### config.mk
export PLATFORM = sky130hd
export DESIGN_NAME = alu_arbiter
export DESIGN_NICKNAME = d
export VERILOG_FILES = /design/src/rtl/alu_arbiter_pkg.sv /design/src/rtl/alu_arbiter_alu.sv /design/src/rtl/alu_arbiter.sv
export SDC_FILE = /design/constraint.sdc
export NUM_CORES = 1
export LEC_CHECK = 0
export CORE_UTILIZATION = 45
export CTS_CLUSTER_DIAMETER = 50
export DETAILED_ROUTE_END_ITERATION = 8
export HOLD_SLACK_MARGIN = 0.12
export PLACE_DENSITY = 0.73
export SLEW_MARGIN = 20
export SYNTH_ARGS = -nofsm -noshare
export SYNTH_HDL_FRONTEND = slang
export SYNTH_SLANG_ARGS = --single-unit
### constraint.sdc
create_clock -name clk -period 5.45 [get_ports clk]
set_input_delay 0.545 -clock clk [delete_from_list [all_inputs] [get_ports clk]]
set_output_delay 0.545 -clock clk [all_outputs]
set_load 0.05 [all_outputs]
### src/rtl/alu_arbiter_pkg.sv
// Shared definitions for the two-port ALU arbiter:
// ALU control codes and the arbiter state encoding.
package alu_arbiter_pkg;

  localparam logic [3:0] OP_AND = 4'b0000;
  localparam logic [3:0] OP_OR  = 4'b0001;
  localparam logic [3:0] OP_ADD = 4'b0010;
  localparam logic [3:0] OP_SUB = 4'b0110;
  localparam logic [3:0] OP_NOR = 4'b1100;

  typedef enum logic [1:0] {
    IDLE = 2'd0,
    EXEC = 2'd1,
    RESP = 2'd2
  } state_t;

endpackage

### src/rtl/alu_arbiter_alu.sv
// Combinational ALU shared by both requesters.
// Unknown control codes fall through to ADD.
module alu_arbiter_alu
  import alu_arbiter_pkg::*;
#(
  parameter int DATA_W = 32
) (
  input  logic [DATA_W-1:0] first_operand,
  input  logic [DATA_W-1:0] second_operand,
  input  logic [3:0]        ALU_Control,
  output logic [DATA_W-1:0] result,
  output logic              zero
);

  always_comb begin
    result = first_operand + second_operand;
    unique case (1'b1)
      (ALU_Control == OP_AND):
        result = first_operand & second_operand;
      (ALU_Control == OP_OR):
        result = first_operand | second_operand;
      (ALU_Control == OP_SUB):
        result = first_operand - second_operand;
      (ALU_Control == OP_NOR):
        result = ~(first_operand | second_operand);
      default: ;
    endcase
  end

  assign zero = (result == '0);

endmodule

### src/rtl/alu_arbiter.sv
// Round-robin arbiter sharing one ALU between two
// valid/ready requesters, with registered responses.
module alu_arbiter
  import alu_arbiter_pkg::*;
#(
  parameter int DATA_W = 32,
  parameter int CNT_W  = 16
) (
  input  logic              clk,
  input  logic              rst,
  input  logic              req0_valid,
  output logic              req0_ready,
  input  logic [3:0]        req0_op,
  input  logic [DATA_W-1:0] req0_a,
  input  logic [DATA_W-1:0] req0_b,
  output logic              rsp0_valid,
  input  logic              rsp0_ready,
  input  logic              req1_valid,
  output logic              req1_ready,
  input  logic [3:0]        req1_op,
  input  logic [DATA_W-1:0] req1_a,
  input  logic [DATA_W-1:0] req1_b,
  output logic              rsp1_valid,
  input  logic              rsp1_ready,
  output logic [DATA_W-1:0] rsp_result,
  output logic              rsp_zero,
  output logic              busy,
  output logic [CNT_W-1:0]  op_count
);

  state_t              state_q;
  logic                owner_q;
  logic                last_q;
  logic [3:0]          op_q;
  logic [DATA_W-1:0]   a_q;
  logic [DATA_W-1:0]   b_q;
  logic [DATA_W-1:0]   res_q;
  logic                zero_q;
  logic                v0_q;
  logic                v1_q;
  logic                busy_q;
  logic [CNT_W-1:0]    cnt_q;

  logic                any_d;
  logic                gnt_d;
  logic                idle;
  logic                handoff;
  logic [DATA_W-1:0]   alu_res;
  logic                alu_zero;

  alu_arbiter_alu #(
    .DATA_W(DATA_W)
  ) u_alu (
    .first_operand (a_q),
    .second_operand(b_q),
    .ALU_Control   (op_q),
    .result        (alu_res),
    .zero          (alu_zero)
  );

  // gnt_d: 1 selects port 1; ties go to the port not granted last
  always_comb begin
    any_d = req0_valid | req1_valid;
    gnt_d = req1_valid;
    if (req0_valid & req1_valid)
      gnt_d = ~last_q;
  end

  assign idle    = (state_q == IDLE);
  assign handoff = (state_q == RESP) &
                   ((v0_q & rsp0_ready) |
                    (v1_q & rsp1_ready));

  assign req0_ready = idle & req0_valid & ~gnt_d;
  assign req1_ready = idle & req1_valid & gnt_d;

  always_comb
    assert (alu_zero == (alu_res == '0));

  always_ff @(posedge clk) begin
    if (rst) begin
      state_q <= IDLE;
      owner_q <= 1'b0;
      last_q  <= 1'b1;
      op_q    <= '0;
      a_q     <= '0;
      b_q     <= '0;
      res_q   <= '0;
      zero_q  <= 1'b0;
      v0_q    <= 1'b0;
      v1_q    <= 1'b0;
      busy_q  <= 1'b0;
      cnt_q   <= '0;
    end else begin
      unique case (state_q)
        IDLE: begin
          if (any_d) begin
            op_q    <= gnt_d ? req1_op : req0_op;
            a_q     <= gnt_d ? req1_a : req0_a;
            b_q     <= gnt_d ? req1_b : req0_b;
            owner_q <= gnt_d;
            last_q  <= gnt_d;
            busy_q  <= 1'b1;
            state_q <= EXEC;
          end
        end
        EXEC: begin
          res_q   <= alu_res;
          zero_q  <= (alu_res == '0);
          v0_q    <= ~owner_q;
          v1_q    <= owner_q;
          state_q <= RESP;
        end
        RESP: begin
          if (handoff) begin
            v0_q    <= 1'b0;
            v1_q    <= 1'b0;
            busy_q  <= 1'b0;
            state_q <= IDLE;
            if (cnt_q != '1)
              cnt_q <= cnt_q + CNT_W'(1);
          end
        end
        default: state_q <= IDLE;
      endcase
    end
  end

  assign rsp0_valid = v0_q;
  assign rsp1_valid = v1_q;
  assign rsp_result = res_q;
  assign rsp_zero   = zero_q;
  assign busy       = busy_q;
  assign op_count   = cnt_q;

endmodule

# Yosys cells after proc, flatten, opt, wreduce, memory -nomap -nowiden
# Cells that the tools add are included.
# Widths: inputs -> output; s select.
totals:
  word_cells: 62
  ff_bits: 124
  inputBits: 142
classes:
  n_addsub: 3
  bitwise_logic: 16
  n_mux: 13
  eq_ne: 8
  reduce_logical: 10
ops:
  columns: ["operator", "n"]
  rows:
  - ["$pmux 32 s4", 1]
  - ["$mux 32", 2]
  - ["$add 32x32->32", 1]
  - ["$and 32x32->32", 1]
  - ["$logic_not 32->1", 1]
  - ["$not 32->32", 1]
  - ["$or 32x32->32", 1]
  - ["$sub 32x32->32", 1]
  - ["$add 16x1->16 const B", 1]
  - ["$ne 16x16->1 const B", 1]
  - ["$and 1x1->1", 8]
  - ["$pmux 1 s2", 3]
  - ["$pmux 2 s3", 1]
  - ["$reduce_and 2->1", 3]
  - ["$reduce_and 3->1", 2]
  - ["$eq 4x1->1 const B", 1]
  - ["$eq 4x3->1 const B", 1]
  - ["$eq 4x4->1 const B", 1]
  - ["$logic_not 4->1", 1]
  - ["$mux 2", 2]
  - ["$mux 4", 1]
  - ["$ne 2x2->1 const B", 2]
  - ["$reduce_bool 2->1", 2]
  - ["$mux 1", 3]
  - ["other kinds (5)", 8]

# Depth between registers and ports, before layout
# Gate-level depths: netlist of the first run.
depth:
  depth_word: 5
  depth_mapped: 20

# Modules after synthesis
# Synthesis of the first run repeated with hierarchy kept, for this count alone.
hier_totals:
  hier_cells: 1151
  hier_area_um2: 9059.9
modules_own_cells:
  columns: ["module", "instances", "area_per_inst_um2", "cells_each", "seq_area_each_um2"]
  rows:
  - ["alu_arbiter", 1, 5321.4, 592, 2482.4]
  - ["alu_arbiter_alu", 1, 3738.6, 559, 0.0]

# Worst setup path before layout of the first run
# No wires, ideal clock.
synth_path:
  path_type: "register to register"
  start: "reg op_q[0]"
  end: "reg zero_q (netlist: rsp_zero)"
  arrival_ns: 4.624
  required_ns: 5.363
  n_path_buf: 5
  stages_incl_launch_ff: 20
  period_less_slack_ns: 4.711
  setup_slack_ns: 0.739
  cell_sequence: "dfxtp_1 clkbuf_1 clkbuf_1 buf_1 nand4bb_1 clkbuf_1 o41ai_1 xor2_1 ha_1 clkbuf_1 nand4_1 nor2_1 o21ai_0 a2111oi_0 o2111ai_1 a31oi_1 o221ai_1 nor3_2 nand4_1 o31ai_1"
synth_via:
  elab_chain_len: 3
  elab_cells_between_ends: 6
synth_lines:
  columns: ["item", "line_no", "source"]
  rows:
  - ["start: declaration", "alu_arbiter.sv:34", "logic [3:0] op_q;"]
  - ["start signal: assignment", "alu_arbiter.sv:98", "op_q <= gnt_d ? req1_op : req0_op;"]
  - ["$eq 4x4->1, or another cell as far along", "alu_arbiter_alu.sv:24", "(ALU_Control == OP_NOR):"]
  - ["$pmux 32 s4 (*)", "alu_arbiter_alu.sv:17", "unique case (1'b1)"]
  - ["$logic_not 32->1 (*)", null, null]
  - ["end signal: assignment", "alu_arbiter.sv:109", "zero_q <= (alu_res == '0);"]
  - ["end: declaration", "alu_arbiter.sv:38", "logic zero_q;"]
# Mark *: on every way between the ends. The rest lies on a longest branch, timed or not.
# A chain may end at the register's enable or synchronous reset.

# Worst setup path after layout of the first run
layout_path:
  start: "reg b_q[6]"
  end: "reg zero_q (netlist: rsp_zero)"
layout_via:
  elab_chain_len: 4
  elab_cells_between_ends: 7
layout_lines:
  columns: ["item", "line_no", "source"]
  rows:
  - ["start: declaration", "alu_arbiter.sv:36", "logic [DATA_W-1:0] b_q;"]
  - ["start signal: assignment", "alu_arbiter.sv:100", "b_q <= gnt_d ? req1_b : req0_b;"]
  - ["branches (longest 2 deep; another with $add 32x32->32)", null, null]
  - ["$pmux 32 s4 (*)", "alu_arbiter_alu.sv:17", null]
  - ["$logic_not 32->1 (*)", null, null]
# Every way passes the cells marked *.

==> flow_summary.json, run 1 <==
{
  "status": "complete, no violations",
  "drive_gt1_share_pct": 4.88,
  "die_h_um": 140,
  "place.gp.congestion": 0.945,
  "irDropWorstVdd_uv": 210,
  "p_leak_nw": 4.27,
  "initial_utilization_pct": 45.8,
  "port_buffers": 195,
  "cts_made_buffers": 17,
  "vias_per_cell": 5.77,
  "grt_setup_unrepaired": "false",
  "r2r-start": "b_q[6]",
  "synth_edf_count": 0,
  "endpoint": "rsp_zero",
  "synth_top_family_by_area": "compound AO/OA/AOI/OAI gates",
  "cts_hold_buf": 0,
  "sw_frac_of_total_pct": 39.8,
  "async_flop_share_pct": 0,
  "dieArea_um2": 19600,
  "grt_max_degree": 77,
  "nNetsFinal": 1395,
  "die_x_um": 140,
  "synthCells": 1075,
  "cts_resized": 0,
  "area_growth_pct": 30.6,
  "clk_latency_ns": 0.43,
  "p_sw_mw": 1.53,
  "fillers": 1718,
  "startpoint_type": "flip-flop",
  "postCtsSetupBuffers": 0,
  "synthSimpleGateAreaFrac_pct": 19.8,
  "synth_area_um2": 8570,
  "cts_tree": "done",
  "layout_commonest_cell": "clkdlybuf4s50_1",
  "synth_fa_ha_area_share_pct": 8.96,
  "finalNonFillerCells": 1463,
  "num_rows": 50,
  "cp_max_fo": 8,
  "synth-main-ff-cell": "dfxtp_1",
  "synth-compound-area-share_pct": 22.7,
  "wire_per_inst_um": 17.2,
  "p_total_mw": 3.85,
  "syn_area_per_cell_um2": 7.97,
  "slowest_delay_ns": 0.62,
  "path_cells": "or4_1, nand2b_1, or4_1, nor3_1, nor2_1, xnor2_1, ha_1, nand2_1, o21ai_0, nor2_1, a41oi_1, xnor2_1, a221oi_1, nand4_1, nor4_1, nand4_1, o31ai_1",
  "p_int_mw": 2.32,
  "h-tree-depth": 4,
  "dp_hpwl_mm": 19.0,
  "p_seq_share_pct": 29.8,
  "clock-sinks": 124,
  "synth-warning-count": 0,
  "grt_antenna_before_repair": 0,
  "grt_pass1_vias": 7871,
  "final_cell_mix": "clkdlybuf4s50_1 (194), nor2_1 (177), dfxtp_1 (124)",
  "crit_start": "b_q[6]",
  "fmax_ghz": 0.198,
  "synthMuxAreaShare_pct": 8.29,
  "cts_root_buffer": "clkbuf_16",
  "end_kind": "flip-flop",
  "crit_required_ns": 5.80,
  "critPathKind": "reg2reg",
  "wl_mm": 25.2,
  "r2r_cells": 17,
  "combPwrFrac_pct": 41.1,
  "drc": 0,
  "fin_crit_sh_pct": 92.5,
  "arrival_ns": 5.39,
  "setup_viol": 0,
  "synth_nets": 1253,
  "yosysSeqAreaShare_pct": 29.0,
  "crit_path_top_delay_cell": "or4_1",
  "critPathBufInv": 0,
  "maxSlewViolCount": 0,
  "io_pins": 196,
  "drv_cap": 0,
  "hold_viol": 0,
  "layout_min_cycle_time_ns": 5.04,
  "synth_xor_area_share_pct": 6.73,
  "rrSetupSlack_ns": 0.41,
  "dr.pass1.iters": 6,
  "worst_pin_slew_ns": 0.933,
  "grt_pass1_wl_mm": 40.8,
  "clock_path_buffers": 2,
  "path_clk_slew_ns": 0.06,
  "diodes": 0,
  "p_per_area_nw_per_um2": 344,
  "hold_class": "reg2reg",
  "slew_headroom_pct": 37.2,
  "grt_usage_pct": 26.0,
  "timing.rr.end": "rsp_zero",
  "post-place-cells": 1432,
  "coreArea_um2": 18700,
  "tns_ns": 0,
  "antenna_left": 0,
  "clockPowerShare_pct": 29.2,
  "synth_cell_types": 68,
  "clock_skew_ns": 0.00715,
  "num_vias": 8443,
  "critical-path-top-delay-family": "simple AND/OR/NAND/NOR gates",
  "ys_ff_latch": 124,
  "grt-ovfl-total": 0,
  "worst-path-stages": 17,
  "drtIter0Drc": 524
}
tightest hold or removal path: cells and delay by family, from the launching register on:
family	cells	cell delay, ns
simple gates	1	0.05
flops	1	0.31
compound gates	1	0.05
stage by stage:
step / setup slack (ns) / cell area, um^2 / hold slack, ns / util (%)
after floorplan: 0.739 / 8570 / 0.433 / -
after global placement: 0.711 / 10600 / 0.439 / 56.8
after detailed placement: 0.567 / 10600 / 0.449 / 56.8
after CTS: 0.520 / 11200 / 0.457 / 59.8
after global routing: 0.0463 / 11200 / 0.478 / 59.8
final: 0.407 / 11200 / 0.456 / 59.8
cell usage after synthesis, types with 2 or more instances:
library cell | count | area share, %
a32oi_1 | 2 | 0.20
buf_2 | 6 | 0.35
mux2i_1 | 71 | 8.3
nand3_1 | 12 | 0.70
nand4bb_1 | 2 | 0.26
a22oi_1 | 6 | 0.53
buf_1 | 20 | 0.88
nand3b_1 | 2 | 0.18
and2_1 | 3 | 0.22
xor2_1 | 34 | 3.5
o31ai_1 | 20 | 1.8
nor2b_1 | 6 | 0.44
and3_2 | 2 | 0.18
nand4_1 | 16 | 1.2
a2111oi_0 | 3 | 0.31
ha_1 | 35 | 5.1
or4_1 | 4 | 0.35
o211a_1 | 5 | 0.58
a211oi_1 | 93 | 8.1
and3_1 | 3 | 0.22
o221ai_1 | 2 | 0.20
or3_1 | 13 | 0.95
o211ai_1 | 2 | 0.18
a221oi_1 | 9 | 0.92
a221o_1 | 2 | 0.23
a41oi_1 | 3 | 0.31
maj3_1 | 31 | 3.6
nor2_1 | 177 | 7.8
a21oi_1 | 58 | 3.4
nand2_1 | 63 | 2.8
a31oi_1 | 8 | 0.58
a21o_1 | 7 | 0.61
nor4_1 | 5 | 0.36
nor4bb_1 | 2 | 0.23
nor3_1 | 35 | 2.0
clkbuf_1 | 59 | 2.6
o21a_1 | 10 | 0.88
xnor2_1 | 30 | 3.1
dfxtp_1 | 124 | 29
inv_1 | 14 | 0.61
o21bai_1 | 4 | 0.35
nand2b_1 | 10 | 0.73
o21ai_0 | 37 | 2.2
final cells by class:
cell class / count / area (um^2) / share of cell area [%]
tap: 234 / 293 / 2.62
clock buffer: 18 / 429 / 3.83
timing repair buffer: 209 / 2050 / 18.4
multi-input combinational: 851 / 5740 / 51.3
sequential: 124 / 2480 / 22.2
clock inverter: 13 / 144 / 1.29
inverter: 14 / 52.6 / 0.470
power groups by stage:
stage	logic, mW	clock network [mW]	registers [mW]
detailed placement	1.55	0	1.16
global route	1.71	1.17	1.16
floorplan	1.02	0	1.22
finish	1.58	1.12	1.15
CTS	1.56	1.13	1.14
global placement	1.55	0	1.16
worst min-delay path by stage:
stage / startpoint / endpoint / depth (start not counted) / slack [ns]
CTS: rsp_result[23] / rsp_result[23] / 2 / 0.46
detailed placement: rsp_result[23] / rsp_result[23] / 2 / 0.45
global placement: rsp_result[20] / rsp_result[20] / 2 / 0.44
global route: rsp_result[20] / rsp_result[20] / 2 / 0.48
floorplan: last_q / last_q / 2 / 0.43
finish: rsp_result[23] / rsp_result[23] / 2 / 0.46
sequential cells by signal (all words and copies together), names as in the netlist:
register / count
a_q: 32
b_q: 32
busy: 1
last_q: 1
op_count: 16
op_q: 4
owner_q: 1
rsp0_valid: 1
rsp1_valid: 1
rsp_result: 32
rsp_zero: 1
state_q: 2
layer usage:
layer	part of all wire (%)	vias to the layer above	global-route usage, %	wire length [um]
li1	-	4238	-	-
met1	49	3826	37.8	12400
met2	42	333	39.0	10500
met3	7.0	46	4.41	1770
met4	2.1	0	8.10	537
met5	0	-	0	0
logic make-up (layout without fill, tap and decap cells):
family | Yosys count | after routing
AO/OA/AOI/OAI | 284 | 284
XOR/XNOR | 65 | 65
multiplexers | 71 | 71
buffers and inverters | 100 | 254
AND/OR/NAND/NOR | 364 | 364
flip-flops | 124 | 124
adder cells (fa/ha/maj) | 67 | 67
Note: power is estimated with default switching activity, not from simulation.
==> inputs of run 2 (changes only) <==
--- a/config.mk
+++ b/config.mk
@@ -8,8 +8,8 @@
 export CORE_UTILIZATION = 45
 export CTS_CLUSTER_DIAMETER = 50
 export DETAILED_ROUTE_END_ITERATION = 8
+export DONT_BUFFER_PORTS = 1
 export HOLD_SLACK_MARGIN = 0.12
-export PLACE_DENSITY = 0.73
 export SLEW_MARGIN = 20
 export SYNTH_ARGS = -nofsm -noshare
 export SYNTH_HDL_FRONTEND = slang
==> flow_summary.json, run 2 (synthesis gave the netlist of run 1 again) <==
{
  "wire_per_inst_um": 18.8,
  "path_clk_slew_ns": 0.06,
  "p_sw_mw": 1.48,
  "grt_usage_pct": 24.5,
  "dp_hpwl_mm": 17.3,
  "irDropWorstVdd_uv": 228,
  "p_int_mw": 2.29,
  "io_pins": 196,
  "layout_min_cycle_time_ns": 4.97,
  "antenna_left": 0,
  "timing.hold.ws_ns": 0.193,
  "wl_mm": 23.8,
  "r2r_cells": 16,
  "grt_pass1_vias": 6914,
  "p_seq_share_pct": 33.5,
  "postCtsSetupBuffers": 0,
  "grt_pass1_wl_mm": 37.8,
  "grt_max_degree": 120,
  "drtIter0Drc": 601,
  "drc": 0,
  "vias_per_cell": 6.05,
  "r2r-start": "b_q[2]",
  "combPwrFrac_pct": 33.9,
  "clock_path_buffers": 2,
  "grt-ovfl-total": 0,
  "clock-sinks": 124,
  "status": "complete, no violations",
  "timing.rr.end": "rsp_zero",
  "clk_latency_ns": 0.42,
  "worst_path_most_repeated_cell": "a21oi_1",
  "fin_crit_sh_pct": 91.1,
  "tns_ns": 0,
  "diodes": 0,
  "nNetsFinal": 1200,
  "die_x_um": 140,
  "setup_viol": 0,
  "hold_class": "in2reg",
  "p_leak_nw": 3.57,
  "clockPowerShare_pct": 32.6,
  "slew_headroom_pct": 32.1,
  "end_kind": "flip-flop",
  "grt_setup_unrepaired": "false",
  "num_rows": 50,
  "final_cell_mix": "nor2_1 (177), dfxtp_1 (124), a211oi_1 (93)",
  "layout_commonest_cell": "nor2_1",
  "utilization_pct": 49.7,
  "fmax_ghz": 0.201,
  "port_buffers": 0,
  "cts_made_buffers": 17,
  "arrival_ns": 5.30,
  "die_h_um": 140,
  "cts_root_buffer": "clkbuf_16",
  "cp_max_fo": 7,
  "path_cells": "or3_1, or4_1, nor4b_4, a21oi_1, xnor2_1, ha_1, a21oi_1, o21ai_0, nor2_1, a41oi_1, a311o_1, xor2_1, a221oi_1, o211a_1, nand4_1, o31ai_1",
  "dieArea_um2": 19600,
  "startpoint_type": "flip-flop",
  "maxSlewViolCount": 0,
  "crit_path_top_delay_cell": "or4_1",
  "critPathKind": "reg2reg",
  "crit_required_ns": 5.78,
  "slowest_delay_ns": 0.59,
  "dr.pass1.iters": 5,
  "coreArea_um2": 18700,
  "cts_resized": 0,
  "worstHoldStart": "rst",
  "p_per_area_nw_per_um2": 405,
  "hold_path_depth": 1,
  "place.gp.congestion": 0.951,
  "drive_gt1_share_pct": 5.80,
  "hold_end": "op_count[15]",
  "rrSetupSlack_ns": 0.48,
  "num_vias": 7673,
  "initial_utilization_pct": 45.8,
  "grt_antenna_before_repair": 0,
  "sw_frac_of_total_pct": 39.2,
  "area_growth_pct": 8.51,
  "cts_tree": "done",
  "drv_cap": 0,
  "cts_hold_buf": 0,
  "h-tree-depth": 4,
  "hold_viol": 0,
  "worst_pin_slew_ns": 1.02,
  "clock_skew_ns": 0.00762
}
==> run 2: cell count changes in the layout (fill, tap and decap cells not counted), sizes merged <==
cell and change:
clkbuf +1, clkdlybuf4s50 -194, bufinv +2, clkinvlp -2, buf -1
==> run 2: worst max-delay path: cells and delay by family (launching register included) <==
kind / cells / cell delay, ns
xor+xnor: 2 / 0.30
fa+ha+maj: 1 / 0.38
compound gates: 8 / 2.08
simple gates: 5 / 1.74
flops: 1 / 0.37
==> run 2: area by class of cell <==
cell class	count	area [um^2]
fill	1814	9400
multi-input combinational	851	5740
sequential	124	2480
clock buffer	19	443
tap	234	293
clock inverter	13	189
timing repair buffer	14	105
inverter	14	52.6
==> run 2: worst max-delay path by stage <==
stage	from	slack [ns]	to
2_1_floorplan	op_q[0]	0.74	rsp_zero
3_3_place_gp	b_q[6]	0.68	rsp_zero
3_5_place_dp	b_q[6]	0.58	rsp_zero
4_1_cts	b_q[2]	0.51	rsp_zero
5_1_grt	b_q[2]	0.09	rsp_zero
6_report	b_q[2]	0.48	rsp_zero
==> run 2: stage by stage <==
step	instance area, um^2	total power, mW	setup slack [ns]	instances
global placement	8670	2.53	0.675	1237
detailed placement	8670	2.54	0.579	1237
global route	9300	3.99	0.0912	1269
floorplan	8570	2.23	0.739	1075
CTS	9300	3.77	0.508	1269
finish	9300	3.76	0.482	1269
==> run 2: routing by layer <==
| metal | GRT usage, % | share of wire (%) | vias up |
|---|---|---|---|
| li1 | - | - | 3845 |
| met1 | 35.5 | 50 | 3522 |
| met2 | 36.5 | 42 | 278 |
| met3 | 4.65 | 6.3 | 28 |
| met4 | 7.23 | 1.4 | 0 |
| met5 | 0 | 0 | - |
==> run 2: power by group through the flow <==
stage	combinational (mW)	clock, mW	sequential [mW]
3_3_place_gp	1.25	0	1.28
6_report	1.28	1.23	1.26
3_5_place_dp	1.26	0	1.28
5_1_grt	1.42	1.29	1.28
4_1_cts	1.27	1.24	1.26
2_1_floorplan	1.02	0	1.22
